<file path="src/rtl/fir_pkg.sv">
// fir_pkg: shared width helpers and reset-coefficient function for the transposed-form FIR
package fir_pkg;

    // Coefficient address width; a single tap still needs one address bit
    function automatic int addr_w(input int taps);
        return (taps > 1) ? $clog2(taps) : 1;
    endfunction

    // Accumulator width large enough that the sum of TAPS full-scale products never overflows
    function automatic int acc_w(input int data_w, input int coef_w, input int taps);
        return data_w + coef_w + $clog2(taps);
    endfunction

    // Power-up coefficients form a pass-through filter: h[0] = 1, all others 0
    function automatic int rst_coef(input int k);
        return (k == 0) ? 1 : 0;
    endfunction

endpackage

</file>
<file path="src/rtl/fir_tap.sv">
// fir_tap: one transposed-form tap (coefficient register, multiply-add, partial-sum register)
module fir_tap
    import fir_pkg::*;
#(
    parameter int DATA_W = 8,
    parameter int COEF_W = 8,
    parameter int ACC_W  = 20,
    parameter int ADDR_W = 4,
    parameter int IDX    = 1
) (
    input  logic              clk,
    input  logic              rst_n,
    input  logic              clr,
    input  logic              in_valid,
    input  logic [DATA_W-1:0] in_data,
    input  logic              coef_we,
    input  logic [ADDR_W-1:0] coef_addr,
    input  logic [COEF_W-1:0] coef_data,
    input  logic [ACC_W-1:0]  z_in,
    output logic [ACC_W-1:0]  z_out
);

    localparam int P_W = DATA_W + COEF_W;
    localparam logic [COEF_W-1:0] H_RST = COEF_W'(rst_coef(IDX));

    logic [COEF_W-1:0] h_q, h_d;
    logic [ACC_W-1:0]  z_q, z_d;
    logic [P_W-1:0]    prod;

    // Coefficient write and partial-sum update; the sample always sees the pre-write coefficient
    always_comb begin
        prod = {{COEF_W{1'b0}}, in_data} * {{DATA_W{1'b0}}, h_q};
        h_d  = (coef_we && coef_addr == ADDR_W'(IDX)) ? coef_data : h_q;
        z_d  = clr ? '0 : in_valid ? ACC_W'(prod) + z_in : z_q;
    end

    // State registers with synchronous active-low reset
    always_ff @(posedge clk) begin
        if (!rst_n) begin
            h_q <= H_RST;
            z_q <= '0;
        end else begin
            h_q <= h_d;
            z_q <= z_d;
        end
    end

    assign z_out = z_q;

endmodule

</file>
<file path="src/rtl/fir_tf_stream.sv">
// fir_tf_stream: streaming transposed-form FIR with programmable coefficients; optional saturation via FIR_SAT_EN
module fir_tf_stream
    import fir_pkg::*;
#(
    parameter int DATA_W = 8,
    parameter int COEF_W = 8,
    parameter int TAPS   = 10,
    parameter int OUT_W  = 16
) (
    input  logic                    clk,
    input  logic                    rst_n,
    input  logic                    in_valid,
    input  logic [DATA_W-1:0]       in_data,
    input  logic                    clr,
    input  logic                    coef_we,
    input  logic [$clog2(TAPS)-1:0] coef_addr,
    input  logic [COEF_W-1:0]       coef_data,
    output logic                    out_valid,
    output logic [OUT_W-1:0]        out_data,
    output logic                    out_sat
);

    localparam int ACC_W  = acc_w(DATA_W, COEF_W, TAPS);
    localparam int ADDR_W = $clog2(TAPS);
    localparam int P_W    = DATA_W + COEF_W;
    localparam logic [COEF_W-1:0] H0_RST = COEF_W'(rst_coef(0));
`ifdef FIR_SAT_EN
    localparam bit SAT_EN = 1'b1;
`else
    localparam bit SAT_EN = 1'b0;
`endif

    logic [ACC_W-1:0]  zc [TAPS];
    logic [COEF_W-1:0] h0_q, h0_d;
    logic [P_W-1:0]    prod0;
    logic [ACC_W-1:0]  acc;
    logic              ovf, sat;
    logic [OUT_W-1:0]  y;
    logic              out_valid_q, out_valid_d;
    logic [OUT_W-1:0]  out_data_q, out_data_d;
    logic              out_sat_q, out_sat_d;

    assign zc[TAPS-1] = '0;

    for (genvar k = 1; k < TAPS; k++) begin : g_tap
        fir_tap #(
            .DATA_W(DATA_W),
            .COEF_W(COEF_W),
            .ACC_W (ACC_W),
            .ADDR_W(ADDR_W),
            .IDX   (k)
        ) u_tap (
            .clk      (clk),
            .rst_n    (rst_n),
            .clr      (clr),
            .in_valid (in_valid),
            .in_data  (in_data),
            .coef_we  (coef_we),
            .coef_addr(coef_addr),
            .coef_data(coef_data),
            .z_in     (zc[k]),
            .z_out    (zc[k-1])
        );
    end

    // Tap 0 multiply-add feeds the output register; clr drops a coincident sample
    always_comb begin
        prod0       = {{COEF_W{1'b0}}, in_data} * {{DATA_W{1'b0}}, h0_q};
        acc         = ACC_W'(prod0) + zc[0];
        ovf         = (acc >> OUT_W) != '0;
        sat         = SAT_EN && ovf;
        y           = sat ? '1 : OUT_W'(acc);
        h0_d        = (coef_we && coef_addr == '0) ? coef_data : h0_q;
        out_valid_d = in_valid && !clr;
        out_data_d  = clr ? '0 : in_valid ? y : out_data_q;
        out_sat_d   = clr ? 1'b0 : in_valid ? sat : out_sat_q;
    end

    // Tap 0 coefficient and output registers with synchronous active-low reset
    always_ff @(posedge clk) begin
        if (!rst_n) begin
            h0_q        <= H0_RST;
            out_valid_q <= 1'b0;
            out_data_q  <= '0;
            out_sat_q   <= 1'b0;
        end else begin
            h0_q        <= h0_d;
            out_valid_q <= out_valid_d;
            out_data_q  <= out_data_d;
            out_sat_q   <= out_sat_d;
        end
    end

    assign out_valid = out_valid_q;
    assign out_data  = out_data_q;
    assign out_sat   = out_sat_q;

endmodule
</file>
<file path="config.mk">
export PLATFORM = sky130hd
export DESIGN_NAME = fir_tf_stream
export DESIGN_NICKNAME = d
export VERILOG_FILES = /design/src/rtl/fir_pkg.sv /design/src/rtl/fir_tap.sv /design/src/rtl/fir_tf_stream.sv
export SDC_FILE = /design/constraint.sdc
export NUM_CORES = 2
export LEC_CHECK = 0
export CORE_ASPECT_RATIO = 1.25
export CORE_UTILIZATION = 55
export CTS_CLUSTER_SIZE = 25
export DETAILED_ROUTE_END_ITERATION = 8
export PLACE_DENSITY_LB_ADDON = 0.1
export SKIP_CTS_REPAIR_TIMING = 1
export SYNTH_ARGS = -nofsm -noshare
export SYNTH_HDL_FRONTEND = slang
export SYNTH_SLANG_ARGS = --single-unit
export TNS_END_PERCENT = 100
</file>
<file path="constraint.sdc">
create_clock -name clk -period 8.4 [get_ports clk]
set_input_delay 2.52 -clock clk [delete_from_list [all_inputs] [get_ports clk]]
set_output_delay 2.52 -clock clk [all_outputs]
set_load 0.005 [all_outputs]
</file>
# After elaboration in Yosys (flattened, before gate mapping)
# Cells that the tools add are included.
dict set report classes {
  addsub 9
  mul 10
  n_eq_ne 9
  bitwise 1
  reduce_logical 14
}
# operator n
set ops {}
lappend ops {{8-bit by 8-bit multiplier with 16-bit output} 10}
lappend ops {{16-bit adder} 9}
lappend ops {{4-bit by 3-bit equality test with 1-bit output, second input constant} 4}
lappend ops {{1-bit logical AND} 11}
lappend ops {{4-bit by 2-bit equality test with 1-bit output, second input constant} 2}
lappend ops {{4-bit equality test, second input constant} 2}
lappend ops {{4-bit by 1-bit equality test with 1-bit output, second input constant} 1}
lappend ops {{4-bit logical NOT} 1}
lappend ops {{2-bit OR reduction} 1}
lappend ops {{1-bit logical NOT} 1}
lappend ops {{1-bit inverter} 1}
dict set report word_totals {
  regBits 241
  input_bits 25
  output_inout_bits 18
  wordCells 64
}

# Longest topological paths before layout
dict set report depth {
  ltp_word 2
  mapped_depth 19
  depth_no_buf 17
}

# Cells and area by module
# From an unflattened synthesis, not the netlist that was laid out.
dict set report hier_totals {
  cells_unflattened 4343
  area_unflattened_um2 37609.8
}
# module instances cells_each area_each_um2 seq_area_each_um2
set by_module_without_submodules {}
lappend by_module_without_submodules {{fir_tap (g_tap[5].u_tap ...)} 2 441 3794.9 560.5}
lappend by_module_without_submodules {{fir_tap (g_tap[8].u_tap)} 1 447 3870.0 560.5}
lappend by_module_without_submodules {{fir_tap (g_tap[9].u_tap)} 1 450 3867.5 560.5}
lappend by_module_without_submodules {{fir_tap (g_tap[4].u_tap)} 1 442 3865.0 560.5}
lappend by_module_without_submodules {{fir_tap (g_tap[7].u_tap)} 1 441 3792.4 560.5}
lappend by_module_without_submodules {{fir_tap (g_tap[1].u_tap)} 1 431 3742.3 560.5}
lappend by_module_without_submodules {{fir_tap (g_tap[2].u_tap)} 1 427 3712.3 560.5}
lappend by_module_without_submodules {{fir_tap (g_tap[3].u_tap)} 1 426 3703.6 560.5}
lappend by_module_without_submodules {fir_tf_stream 1 397 3467.1 500.5}

# Worst setup path after synthesis
# Ideal clock, no wire load.
dict set report synth_path {
  path_type {input-to-reg}
  from {input port in_data[6]}
  to {register g_tap[1].u_tap.z_q[15]}
  setup_ps 117
  arrival_time_ps 6741
  t_required_ps 8283
  slack_ps 1542
  stages 17
  path_buffers 2
  path_cell_list {clkbuf_1 -> clkbuf_1 -> nand2_1 -> fa_1 -> inv_1 -> fa_1 -> fa_1 -> inv_1 -> fa_1 -> inv_1 -> ha_1 -> or2_2 -> a21o_1 -> o2111ai_4 -> a21oi_2 -> or3_1 -> a32o_1}
}
dict set report synth_between {
  elab_chain_len 2
}
# element line
set synth_rtl {}
lappend synth_rtl {{start: declaration} fir_tf_stream.sv:13} ;# input logic [DATA_W-1:0] in_data,
lappend synth_rtl {{8-bit by 8-bit multiplier with 16-bit output} fir_tap.sv:32} ;# prod = {{COEF_W{1'b0}}, in_data} * {{DATA_W{1'b0}}, h_q};
lappend synth_rtl {{16-bit adder} fir_tap.sv:34} ;# z_d = clr ? '0 : in_valid ? ACC_W'(prod) + z_in : z_q;
lappend synth_rtl {{end signal: assignment} fir_tap.sv:44} ;# z_q <= z_d;
lappend synth_rtl {{end: declaration} fir_tap.sv:27} ;# logic [ACC_W-1:0] z_q, z_d;
# No other way between the ends.
# A chain may end at the register's enable or synchronous reset.

# Final worst setup path
dict set report layout_path {
  from {input port in_data[4]}
  to {register g_tap[2].u_tap.z_q[11]}
}
dict set report layout_between {
  elab_chain_len 2
}
# element line
set layout_rtl {}
lappend layout_rtl {{8-bit by 8-bit multiplier with 16-bit output} fir_tap.sv:32}
lappend layout_rtl {{16-bit adder} fir_tap.sv:34}
lappend layout_rtl {{end signal: assignment} fir_tap.sv:44}
lappend layout_rtl {{end: declaration} fir_tap.sv:27}
# No other way between the ends.

==> flow_metrics.tcl <==
set metrics [dict create \
    postRouteAntennaNets 0 \
    dpl_cell_area_sq_mm 0.03447 \
    ys.flop_type "dfxtp_1" \
    min_path_cells 2 \
    maxCapViolCount 0 \
    core_sq_mm 0.05981 \
    viasPerCell 5.333 \
    cts_buffers 31 \
    p_leak_uw 0.01827 \
    cp_slowest_stage_delay_ns 0.65 \
    fp-row-count 100 \
    grt-ovfl-total 0 \
    fmax_ghz 0.1457 \
    syn_inst 3893 \
    cts_buffer_depth 3 \
    rsz0062_at_grt "no" \
    dpl.hpwl_um 63060 \
    fin_crit_sh_pct 81.72 \
    synthArstFlopShare_pct 0 \
    first_iter_violations 1100 \
    ios 43 \
    die_y_um 277.5 \
    r2r_setup_slack_ns 3.76 \
    tns_ns 0 \
    skew_ns 0.03077 \
    wire_per_inst_um 18.15 \
    critPathKind "input port to flop" \
    cp_data_required_time_ns 8.88 \
    r2r_cells 15 \
    vdd_ir_drop_max_mv 0.1498 \
    crit_path_top_delay_cell "buf_2" \
    final_nets 4705 \
    avgSynthCellArea_sq_um 8.577 \
    r2r-end "out_data[14]$_SDFFE_PP0P_" \
    hold_start "g_tap[3].u_tap.z_out[14]$_SDFFE_PP0P_" \
    root_buffer "clkbuf_16" \
    final_util_pct 59.44 \
    grt_pass1_wl_um 138400 \
    synth_top_area_share_pct 29.14 \
    start_util_pct 55.83 \
    cp-start-kind "input port" \
    power.density_mw_per_mm2 86.05 \
    finalCriticalPeriod_ns 6.864 \
    antenna_found_initial 1 \
    gp_congestion 0.8528 \
    hold_end "g_tap[3].u_tap.z_out[14]$_SDFFE_PP0P_" \
    crit_fanout 32 \
    report.final.setup_viol 0 \
    syn_area_sq_mm 0.03339 \
    synth_cell_types 71 \
    fin_area_sq_mm 0.03555 \
    drive_gt1_share_pct 3.441 \
    maxSlewHeadroom_pct 20.08 \
    clk_pin_slew_ns 0.07 \
    die_w_um 222.4 \
    io_buffers 41 \
    hold_viol 0 \
    pre_cts_ws_ns 1.003 \
    yosys-top-cells-area "fa_1 (29%), dfxtp_1 (14%), ha_1 (13%)" \
    grt_max_degree 106 \
    tightest_slew_ns 1.195 \
    die_area_sq_mm 0.06170 \
    cts_tree "yes" \
    arrival_ns 7.34 \
    ys_seq_area_share_pct 14.45 \
    outcome "finished clean" \
    drtPass1Iterations 5 \
    yosys_warnings 0 \
    wl_um 84040 \
    crit_chain "buf_2, buf_4, nand2_1, fa_1, fa_1, inv_1, fa_1, inv_1, fa_1, inv_1, ha_1, o21a_1, o31a_1, o41ai_2, o21ba_2, nor3_1, a221o_1" \
    endpoint_kind "flop" \
    r2r-start "h0_q[0]$_SDFFE_PN1P_" \
    ys_ff_latch 241 \
    grt_pass1_vias 26233 \
    gr-usage-all-layers_pct 28.48 \
    drv_slew 0 \
    num_vias 24695 \
    area_delta_synth_final_pct 6.471 \
    insertion_delay_ns 0.61 \
    synth_top_area_cell "fa_1" \
    htreeDepth 1 \
    cts_num_sinks 241 \
    whs_ns 0.4663 \
    path_common_cell "fa_1" \
    syn_nets 4755 \
    drcViolationCount 0 \
    hold_path.class "flop to flop" \
    synth_edf_count 0 \
    final.setup.worst_slack_ns 1.536 \
]
==> where the power goes <==
group	switching [uW]	internal (uW)
clock network	588	860
logic	287	148
registers	19.3	1160
total	894	2160
==> layout make-up <==
class / instances / area [sq um]
Timing Repair Buffer: 81 / 742.0
Clock inverter: 17 / 247.7
Clock buffer: 38 / 832.0
Inverter: 934 / 3506
Tap cell: 765 / 957.2
Multi-Input combinational cell: 2554 / 24440
Fill cell: 5508 / 24260
Antenna cell: 1 / 2.502
Sequential cell: 241 / 4825
==> kinds of logic (layout without fill, tap and decap cells) <==
family | count (synthesis) | count (layout) | synth area share [%]
simple gates | 1118 | 1118 | 16.86
buf+inv | 1098 | 1070 | 12.45
fa+ha+maj | 837 | 837 | 42.29
compound gates | 380 | 380 | 7.708
flops | 241 | 241 | 14.45
mux | 138 | 138 | 4.137
xor+xnor | 80 | 80 | 2.098
other cells | 1 | 2 | 0.01123
==> stage by stage <==
stage,std cells,power [uW]
3_3_place_gp,4575,1632
3_5_place_dp,4575,1636
2_1_floorplan,3893,1477
5_1_grt,4630,3176
6_report,4631,3059
4_1_cts,4630,3090
==> cells in the final DEF, fill, tap and decap left out, types with 14 or more instances in the layout <==
master,n
inv_1,932
xor2_1,29
ha_1,351
o21ai_0,86
a31oi_1,14
nand3_1,35
buf_4,34
o211ai_1,17
a21o_1,29
xnor2_1,51
o21a_1,31
a21oi_1,77
and2_1,348
clkdlybuf4s50_1,31
clkbuf_16,31
mux2i_1,138
dfxtp_1,241
nand4_1,16
a211oi_1,40
nand2_1,377
nor2_1,146
fa_1,486
nor2b_1,101
nor3_1,36
==> state kept, by name, indices dropped and copies added, names as in the netlist <==
| signal | count |
|---|---|
| g_tap.u_tap.z_out | 144 |
| g_tap.u_tap.h_q | 72 |
| out_data | 16 |
| h0_q | 8 |
| out_valid | 1 |
==> worst max path at each step <==
stage                    start                               endpoint  depth (start not counted)
floorplan           in_data[6]  g_tap[1].u_tap.z_out[15]$_SDFFE_PP0P_                         17
global placement    in_data[2]  g_tap[9].u_tap.z_out[13]$_SDFFE_PP0P_                         17
detailed placement  in_data[4]  g_tap[8].u_tap.z_out[15]$_SDFFE_PP0P_                         17
CTS                 in_data[2]  g_tap[9].u_tap.z_out[13]$_SDFFE_PP0P_                         17
global route        in_data[4]  g_tap[8].u_tap.z_out[15]$_SDFFE_PP0P_                         17
finish              in_data[4]  g_tap[2].u_tap.z_out[11]$_SDFFE_PP0P_                         17
==> cells in the mapped netlist, drive strengths merged (14+ instances only) <==
library cell	count
inv	934
fa	486
nand2	378
ha	351
and2	348
dfxtp	241
nor2	150
mux2i	138
clkbuf	128
nor2b	103
o21ai	87
a21oi	79
xnor2	51
a211oi	40
buf	36
nor3	36
nand3	35
o21a	31
a21o	29
xor2	29
o211ai	17
nand4	16
a31oi	14
nand2b	14
==> critical path, delay by kind of cell <==
| kind | cells | cell delay (ns) |
|---|---|---|
| AO/OA/AOI/OAI | 5 | 1.12 |
| adder cells (fa/ha/maj) | 5 | 2.31 |
| buffers and inverters | 5 | 1.18 |
| AND/OR/NAND/NOR | 2 | 0.16 |
==> per-layer routing <==
metal  vias to the layer above  global-route usage, %  share of wire, %
li1                      11779                      -                 -
met5                         -                      0             0.015
met1                     12314                  34.03                41
met4                         2                  9.655               3.6
met3                       135                  2.976               4.2
met2                       465                  52.81                51
Power figures use the tool's default switching activity.
